<file path="config.mk">
export PLATFORM = sky130hd
export DESIGN_NAME = nbit_multi_function_au_flat
export DESIGN_NICKNAME = d
export VERILOG_FILES = /design/src/rtl/nbit_multi_function_au_if.sv /design/src/rtl/nbit_multi_function_au.sv /design/src/flat_wrapper.sv
export SDC_FILE = /design/constraint.sdc
export NUM_CORES = 1
export LEC_CHECK = 0
export CAP_MARGIN = 20
export CORE_MARGIN = 8
export CORE_UTILIZATION = 40
export DETAILED_ROUTE_END_ITERATION = 10
export HOLD_SLACK_MARGIN = 0.06
export PLACE_DENSITY = 0.69
export SLEW_MARGIN = 20
export SYNTH_ARGS = -nofsm -noshare
export SYNTH_HDL_FRONTEND = slang
export SYNTH_SLANG_ARGS = --single-unit
export TNS_END_PERCENT = 30
</file>
<file path="constraint.sdc">
create_clock -name CLK -period 5.65 [get_ports CLK]
set_input_delay 1.4125 -clock CLK [delete_from_list [all_inputs] [get_ports CLK]]
set_output_delay 1.4125 -clock CLK [all_outputs]
set_load 0.01 [all_outputs]
</file>
<file path="src/rtl/nbit_multi_function_au_if.sv">
// Operand-load, start/busy/done handshake and result bundle
// for the multi-function arithmetic unit.
interface nbit_multi_function_au_if #(
    parameter int WIDTH = 8
);
    logic [WIDTH-1:0] DIN;
    logic             loadA;
    logic             loadB;
    logic             START;
    logic [1:0]       OP;
    logic             Busy;
    logic             Done;
    logic [WIDTH-1:0] Aout;
    logic [WIDTH-1:0] Bout;
    logic [WIDTH-1:0] Rout;
    logic [WIDTH-1:0] RHout;
    logic [3:0]       CCout;

    modport master (
        output DIN, loadA, loadB, START, OP,
        input  Busy, Done, Aout, Bout, Rout, RHout, CCout
    );

    modport slave (
        input  DIN, loadA, loadB, START, OP,
        output Busy, Done, Aout, Bout, Rout, RHout, CCout
    );
endinterface

</file>
<file path="src/rtl/nbit_multi_function_au.sv">
// WIDTH-bit clocked arithmetic unit: ADD, SUB, ADC and a
// serial shift-add unsigned multiply with {C,Z,N,V} flags.
module nbit_multi_function_au #(
    parameter int WIDTH = 8
) (
    input logic                     CLK,
    input logic                     CLR,
    nbit_multi_function_au_if.slave bus
);
    localparam int CW = $clog2(WIDTH);

    typedef enum logic [1:0] {IDLE, EXEC, MUL} state_t;

    state_t           state;
    state_t           state_nxt;
    logic [WIDTH-1:0] a;
    logic [WIDTH-1:0] b;
    logic [WIDTH-1:0] r;
    logic [WIDTH-1:0] rh;
    logic [3:0]       cc;
    logic [WIDTH-1:0] wa;
    logic [WIDTH-1:0] wb;
    logic [1:0]       wop;
    logic [WIDTH-1:0] hi;
    logic [WIDTH-1:0] lo;
    logic [CW-1:0]    cnt;
    logic             done;
    logic             busy;
    logic             start_ok;
    logic             last;

    logic [WIDTH-1:0] opb;
    logic             cin;
    logic [WIDTH:0]   sum;
    logic             v;
    logic [WIDTH:0]   msum;
    logic [WIDTH-1:0] mhi;
    logic [WIDTH-1:0] mlo;

    assign start_ok = (state == IDLE) && bus.START;
    assign last     = (cnt == CW'(WIDTH - 1));

    always_ff @(posedge CLK or negedge CLR) begin
        if (!CLR) state <= IDLE;
        else      state <= state_nxt;
    end

    always_comb begin
        state_nxt = state;
        unique case (state)
            IDLE: if (bus.START)
                state_nxt = (bus.OP == 2'b11) ? MUL : EXEC;
            EXEC: state_nxt = IDLE;
            MUL:  if (last) state_nxt = IDLE;
            default: state_nxt = IDLE;
        endcase
    end

    always_comb begin
        busy = (state != IDLE);
    end

    // SUB reuses the adder as A + ~B + 1; ADC feeds the stored carry
    always_comb begin
        opb = wb;
        cin = 1'b0;
        unique case (wop)
            2'b01:   begin opb = ~wb; cin = 1'b1; end
            2'b10:   cin = cc[3];
            default: ;
        endcase
        sum = {1'b0, wa} + {1'b0, opb} + {{WIDTH{1'b0}}, cin};
        if (wop == 2'b01)
            v = (wa[WIDTH-1] != wb[WIDTH-1]) &&
                (sum[WIDTH-1] != wa[WIDTH-1]);
        else
            v = (wa[WIDTH-1] == wb[WIDTH-1]) &&
                (sum[WIDTH-1] != wa[WIDTH-1]);
    end

    // lo starts as the multiplier and fills with product bits
    always_comb begin
        msum = {1'b0, hi} + (lo[0] ? {1'b0, wa} : '0);
        mhi  = msum[WIDTH:1];
        mlo  = {msum[0], lo[WIDTH-1:1]};
    end

    always_ff @(posedge CLK or negedge CLR) begin
        if (!CLR) begin
            a    <= '0;
            b    <= '0;
            r    <= '0;
            rh   <= '0;
            cc   <= '0;
            wa   <= '0;
            wb   <= '0;
            wop  <= '0;
            hi   <= '0;
            lo   <= '0;
            cnt  <= '0;
            done <= 1'b0;
        end else begin
            done <= 1'b0;
            if (state == IDLE) begin
                if (bus.loadA) a <= bus.DIN;
                if (bus.loadB) b <= bus.DIN;
            end
            if (start_ok) begin
                wa  <= a;
                wb  <= b;
                wop <= bus.OP;
                cnt <= '0;
                hi  <= '0;
                lo  <= b;
            end
            if (state == EXEC) begin
                r    <= sum[WIDTH-1:0];
                rh   <= '0;
                cc   <= {sum[WIDTH], sum[WIDTH-1:0] == '0,
                         sum[WIDTH-1], v};
                done <= 1'b1;
            end
            if (state == MUL) begin
                hi  <= mhi;
                lo  <= mlo;
                cnt <= cnt + 1'b1;
                if (last) begin
                    r    <= mlo;
                    rh   <= mhi;
                    cc   <= {|mhi, {mhi, mlo} == '0, 1'b0, |mhi};
                    done <= 1'b1;
                end
            end
        end
    end

    assign bus.Busy  = busy;
    assign bus.Done  = done;
    assign bus.Aout  = a;
    assign bus.Bout  = b;
    assign bus.Rout  = r;
    assign bus.RHout = rh;
    assign bus.CCout = cc;
endmodule

</file>
<file path="src/flat_wrapper.sv">
// flat-port wrapper written by rule: the top's interface ports become plain ports
module nbit_multi_function_au_flat 
#(
    parameter int WIDTH = 8
)
  (CLK, CLR, bus_DIN, bus_loadA, bus_loadB, bus_START, bus_OP, bus_Busy, bus_Done, bus_Aout, bus_Bout, bus_Rout, bus_RHout, bus_CCout);
  nbit_multi_function_au_if #(.WIDTH(WIDTH)) bus_i ();
  input logic CLK;
  input logic CLR;
  input wire logic [$bits(bus_i.DIN)-1:0] bus_DIN;
  input wire logic [$bits(bus_i.loadA)-1:0] bus_loadA;
  input wire logic [$bits(bus_i.loadB)-1:0] bus_loadB;
  input wire logic [$bits(bus_i.START)-1:0] bus_START;
  input wire logic [$bits(bus_i.OP)-1:0] bus_OP;
  output wire logic [$bits(bus_i.Busy)-1:0] bus_Busy;
  output wire logic [$bits(bus_i.Done)-1:0] bus_Done;
  output wire logic [$bits(bus_i.Aout)-1:0] bus_Aout;
  output wire logic [$bits(bus_i.Bout)-1:0] bus_Bout;
  output wire logic [$bits(bus_i.Rout)-1:0] bus_Rout;
  output wire logic [$bits(bus_i.RHout)-1:0] bus_RHout;
  output wire logic [$bits(bus_i.CCout)-1:0] bus_CCout;
  assign bus_i.DIN = bus_DIN;
  assign bus_i.loadA = bus_loadA;
  assign bus_i.loadB = bus_loadB;
  assign bus_i.START = bus_START;
  assign bus_i.OP = bus_OP;
  assign bus_Busy = bus_i.Busy;
  assign bus_Done = bus_i.Done;
  assign bus_Aout = bus_i.Aout;
  assign bus_Bout = bus_i.Bout;
  assign bus_Rout = bus_i.Rout;
  assign bus_RHout = bus_i.RHout;
  assign bus_CCout = bus_i.CCout;
  nbit_multi_function_au #(.WIDTH(WIDTH)) u_core (.CLK(CLK), .CLR(CLR), .bus(bus_i));
endmodule
</file>
# == Yosys cells after proc, flatten, opt, wreduce, memory -nomap -nowiden ==
# Index checks and enable logic that the tools add are counted.
# word_totals
register_bits,76
latch_bits,0
ramBits,0
rom_bits,0
inputBits,15
output_inout_bits,38
elab_cells,67
memories,0
# op_classes
n_addsub,4
n_mul,0
div_mod_pow,0
n_lt_le_gt_ge,0
n_eq_ne,11
shift,0
mux,26
bitwise,1
n_reduce_logical,12
# op_table
operator,n
two-way mux 8 bit,12
zero test 16 bit,1
two-way mux 4 bit,3
adder 8 x 8 -> 9 bit,1
adder 8 x 9 -> 9 bit,1
adder 9 x 1 -> 9 bit,1
zero test 8 bit,1
NOT 8 bit,1
OR reduction 8 bit,1
== test 2 bit (second input constant),3
two-way mux 2 bit,3
two-way mux 3 bit,2
AND reduction 2 bit,3
== test 2 x 1 -> 1 bit (second input constant),2
two-way mux 1 bit,4
one-hot mux 2 bit (2 select lines),1
nonzero test 2 bit,2
adder 3 x 1 -> 3 bit (second input constant),1
== test 3 bit (second input constant),1
logical AND 1 bit,3
zero test 2 bit,1
!= test 1 bit,2
!= test 2 x 1 -> 1 bit (second input constant),1
!= test 2 bit (second input constant),1
2 further kinds,2

# == Logic depth before layout (Yosys ltp) ==
# depth
ltp_word,10
mapped_depth,14

# == Worst setup path after synthesis ==
# Ideal clock, no wire load.
# synth_path
kind,register -> register
startpoint,reg u_core.wop[0]
endpoint,reg u_core.cc[0] (netlist: u_core.bus.CCout[0])
setup_time_ns,0.125
arrival_ns,2.544
required_time_ns,5.525
setup_slack_ns,2.982
stages_incl_launch_ff,11
period_less_slack_ns,2.668
path_cell_list,dfrtp_1 > ha_1 > buf_2 > xor2_1 > ha_1 > and2_1 > a221o_1 > or4b_1 > nand3_2 > mux2i_1 > a21boi_1
# synth_between
elab_chain_len,10
# synth_lines
element,line,source
from (decl),nbit_multi_function_au.sv:23,logic [1:0] wop;
from (signal assigned),nbit_multi_function_au.sv:111,wop <= bus.OP;
== test 2 x 1 -> 1 bit,"nbit_multi_function_au.sv:67, nbit_multi_function_au.sv:73",
two-way mux 8 bit,nbit_multi_function_au.sv:67,unique case (wop)
adder 8 x 8 -> 9 bit,nbit_multi_function_au.sv:72,"sum = {1'b0, wa} + {1'b0, opb} + {{WIDTH{1'b0}}, cin};"
adder 9 x 1 -> 9 bit,nbit_multi_function_au.sv:72,
!= test 1 bit,"nbit_multi_function_au.sv:75, nbit_multi_function_au.sv:78",
logical AND 1 bit (on tied branches),"nbit_multi_function_au.sv:77, nbit_multi_function_au.sv:74",
two-way mux 1 bit *,nbit_multi_function_au.sv:73,if (wop == 2'b01)
two-way mux 4 bit *,nbit_multi_function_au.sv:116,if (state == EXEC) begin
two-way mux 4 bit,nbit_multi_function_au.sv:127,if (last) begin
two-way mux 4 bit *,nbit_multi_function_au.sv:123,if (state == MUL) begin
to (signal assigned),nbit_multi_function_au.sv:119,"cc <= {sum[WIDTH], sum[WIDTH-1:0] == '0,"
to (signal assigned),nbit_multi_function_au.sv:130,"cc <= {|mhi, {mhi, mlo} == '0, 1'b0, |mhi};"
to (decl),nbit_multi_function_au.sv:20,logic [3:0] cc;
# Every way passes the cells marked *; elsewhere a longest branch is shown, timed or not.
# A chain may end at the register's enable or synchronous reset.

# == Worst setup path after layout ==
# layout_path
startpoint,reg u_core.state[1]
endpoint,out bus_Busy
# layout_between
elab_chain_len,1
# layout_lines
element,line,source
from (decl),nbit_multi_function_au.sv:14,state_t state;
from (signal assigned),nbit_multi_function_au.sv:45,else state <= state_nxt;
nonzero test 2 bit,nbit_multi_function_au.sv:60,busy = (state != IDLE);
to (decl),flat_wrapper.sv:15,output wire logic [$bits(bus_i.Busy)-1:0] bus_Busy;
# Every way passes these cells.

==> flow_metrics.tcl <==
set metrics [dict create \
    cts.clk_slew.worst_paths_ns 0.08 \
    fin_ws_ns 2.63 \
    yosys.area.top_type "dfrtp_1" \
    synth_compound_area_share_pct 11.8 \
    cp_data_required_time_ns 4.24 \
    diodes 0 \
    core_mm2 0.00959 \
    synth_area_leaders "dfrtp_1 (49%), nand2_1 (7.5%), ha_1 (6.2%), mux2_2 (4.7%), nand3_1 (3.1%)" \
    path_class "register to primary output" \
    status "complete, no violations" \
    layout-area-overhead-vs-synth_pct 21.6 \
    cts_tree "done" \
    cp_top_family "buffers and inverters" \
    ys_warn_count 0 \
    setup_viol 0 \
    die_area_mm2 0.0131 \
    slew_headroom_pct 37.4 \
    critPathArrivalTime_ns 1.60 \
    nets 474 \
    leakage_nw 2.14 \
    dp.cells 559 \
    avgViaCountPerCell 5.15 \
    drc 0 \
    synth.top_cell.area_share_pct 49.2 \
    clock_latency_ns 0.37 \
    die_height_um 114 \
    maxCapViolCount 0 \
    root_buffer "clkbuf_8" \
    port_buffers 52 \
    hold_buffers 0 \
    post-route-util_pct 49.0 \
    peakVddDrop_v 0.000271 \
    die_w_um 114 \
    drt_wl_total_um 9000 \
    min_period_ns 3.02 \
    worstPathCellList "nor2_1 -> inv_1 -> clkdlybuf4s50_1" \
    grt_overflow 0 \
    dp_slack_ns 2.41 \
    pwr_density_cell_mw_per_mm2 640 \
    cts_made_buffers 9 \
    cts_resized 0 \
    synth_nets 428 \
    end_kind "primary output" \
    path_depth 3 \
    syn-cell-area_mm2 0.00386 \
    pin_count 53 \
    seq_area_frac_synth_pct 49.2 \
    hold_depth 2 \
    syn_area_per_cell_um2 9.88 \
    fmax_ghz 0.331 \
    reg2regPathDepth 10 \
    num_vias 2962 \
    cts.path.max_buffers 2 \
    synth.distinct_cells 54 \
    grt_util_all_layers_pct 14.3 \
    synth_seq_cells 76 \
    start_util_pct 40.3 \
    rsz0062_at_grt "no" \
    synthCells 391 \
    final-max-slew-violation-count 0 \
    synthAdderAreaFrac_pct 7.71 \
    grt_max_degree 77 \
    grt_pass1_vias 2947 \
    ant_nets 0 \
    finalHoldViolCount 0 \
    fin_cells 575 \
    hold_path.class "register to register" \
    drt-wirelength-per-cell_um 15.6 \
    setup-tns-final_ns 0 \
    layout-drive-gt1-share_pct 8.60 \
    critPathMaxStageDelay_ns 0.49 \
    clock-sinks 76 \
    grt_pass1_wl_um 14600 \
    antenna_found_initial 0 \
    htreeDepth 3 \
    synth_xor_area_share_pct 3.40 \
    ys.flop_type "dfrtp_1" \
    critPathBufInv 2 \
    ys_async_sr_fraction_pct 100 \
    drtPass1Iterations 4 \
    synthSimpleGateAreaFrac_pct 19.9 \
    worst_setup_path_start_kind "register" \
    drtIter0Drc 110 \
    clock_skew_ns 0.0210 \
    finalCritPeriodShare_pct 53.4 \
    place_hpwl_um 6640 \
    slowest_stage "clkdlybuf4s50_1" \
    tightest_slew_ns 0.939 \
    post_cts_buffers 0 \
    synth_mux_area_share_pct 5.18 \
    synth_top_family_by_area "simple AND/OR/NAND/NOR gates" \
    core.rowCount 36 \
    gp_congestion 0.804 \
    critical_path_peak_fanout 5 \
    synth_edf_count 0 \
]
## sequential cells by signal, indices dropped and copies added (netlist names)
name / count
u_core.wa: 8
u_core.wop: 2
u_core.bus.Done: 1
u_core.lo: 8
u_core.bus.CCout: 4
u_core.bus.Aout: 8
u_core.bus.Bout: 8
u_core.bus.RHout: 8
u_core.hi: 8
u_core.state: 2
u_core.bus.Rout: 8
u_core.cnt: 3
u_core.wb: 8
## cells by family after synthesis
logic type,after synthesis
mux,18
simple gates,162
buf+inv,28
xor+xnor,15
flops,76
compound gates,70
fa+ha+maj,22
## layout by cell type, fill, tap and decap left out, types with 11 or more instances in the layout
cell type	Yosys	layout
dfrtp_1	76	76
nor2_1	19	19
clkdlybuf4s50_1	0	51
xor2_1	11	11
and2_1	12	12
a21oi_1	14	14
o21ai_1	23	23
ha_1	19	19
nand2_1	77	77
nand3_1	24	24
mux2_2	16	16
## metrics by stage
stage / hold WS (ns) / power [W] / area [µm²]
after floorplan: 0.454 / 0.00202 / 3860
after global placement: 0.464 / 0.00251 / 4480
after detailed placement: 0.471 / 0.00256 / 4480
after CTS: 0.489 / 0.00302 / 4700
after global routing: 0.500 / 0.00324 / 4700
final: 0.491 / 0.00301 / 4700
## cell type report
cell class              count  area, µm²
fillers                   900       4900
flip-flops and latches     76       1900
multi-input cells         287       1850
repair buffers             52        518
well taps                 133        166
clock buffers               9        124
clock inverters             7       92.6
inverters                  11       41.3
## worst register-to-register path, stage by stage, from the launching register on
cell      delay [ns]
dfrtp_1         0.38
inv_1           0.08
ha_1            0.43
xor2_1          0.20
ha_1            0.29
and2_1          0.17
a221o_1         0.34
or4b_1          0.55
nand3_2         0.16
mux2i_1         0.21
a21boi_1        0.08
## per-layer routing
metal	track usage [%]	vias to the layer above	wire length [µm]
met2	20.4	79	3660
met5	0	-	0
met3	4.11	20	594
met4	7.28	0	248
li1	-	1454	-
met1	19.1	1409	4500
## cells in the mapped netlist, types with 3 or more instances
| library cell | count |
|---|---|
| nand2b_1 | 6 |
| xor2_1 | 11 |
| dfrtp_1 | 76 |
| nand3_1 | 24 |
| o22ai_1 | 4 |
| nor2_1 | 19 |
| xnor2_1 | 4 |
| and3_1 | 4 |
| nor2b_1 | 4 |
| and2_1 | 12 |
| clkbuf_1 | 13 |
| ha_1 | 19 |
| o21ai_1 | 23 |
| nand2_1 | 77 |
| o21ai_0 | 4 |
| mux2_2 | 16 |
| a21oi_1 | 14 |
| fa_1 | 3 |
| inv_1 | 10 |
| a21o_1 | 3 |
## where the power goes
group          switching (W)  internal, W
Clock               0.000230     0.000215
Combinational       0.000864     0.000720
Sequential          0.000210     0.000769
## final timing paths
path                                         startpoint  slack (ns)                              to
max                         u_core.state[1]$_DFFE_PN0P_        2.63                        bus_Busy
min                        u_core.bus.Rout[0]$_DFF_PN0_        0.49    u_core.bus.Rout[0]$_DFF_PN0_
max reg2reg                   u_core.wop[1]$_DFFE_PN0P_        2.65   u_core.bus.CCout[0]$_DFF_PN0_
min reg2reg                u_core.bus.Rout[0]$_DFF_PN0_        0.49    u_core.bus.Rout[0]$_DFF_PN0_
max in group asynchronous                           CLR        3.85    u_core.bus.Rout[7]$_DFF_PN0_
min in group asynchronous                           CLR        1.19  u_core.bus.Aout[4]$_DFFE_PN0P_
(Power assumes the default switching activity.)
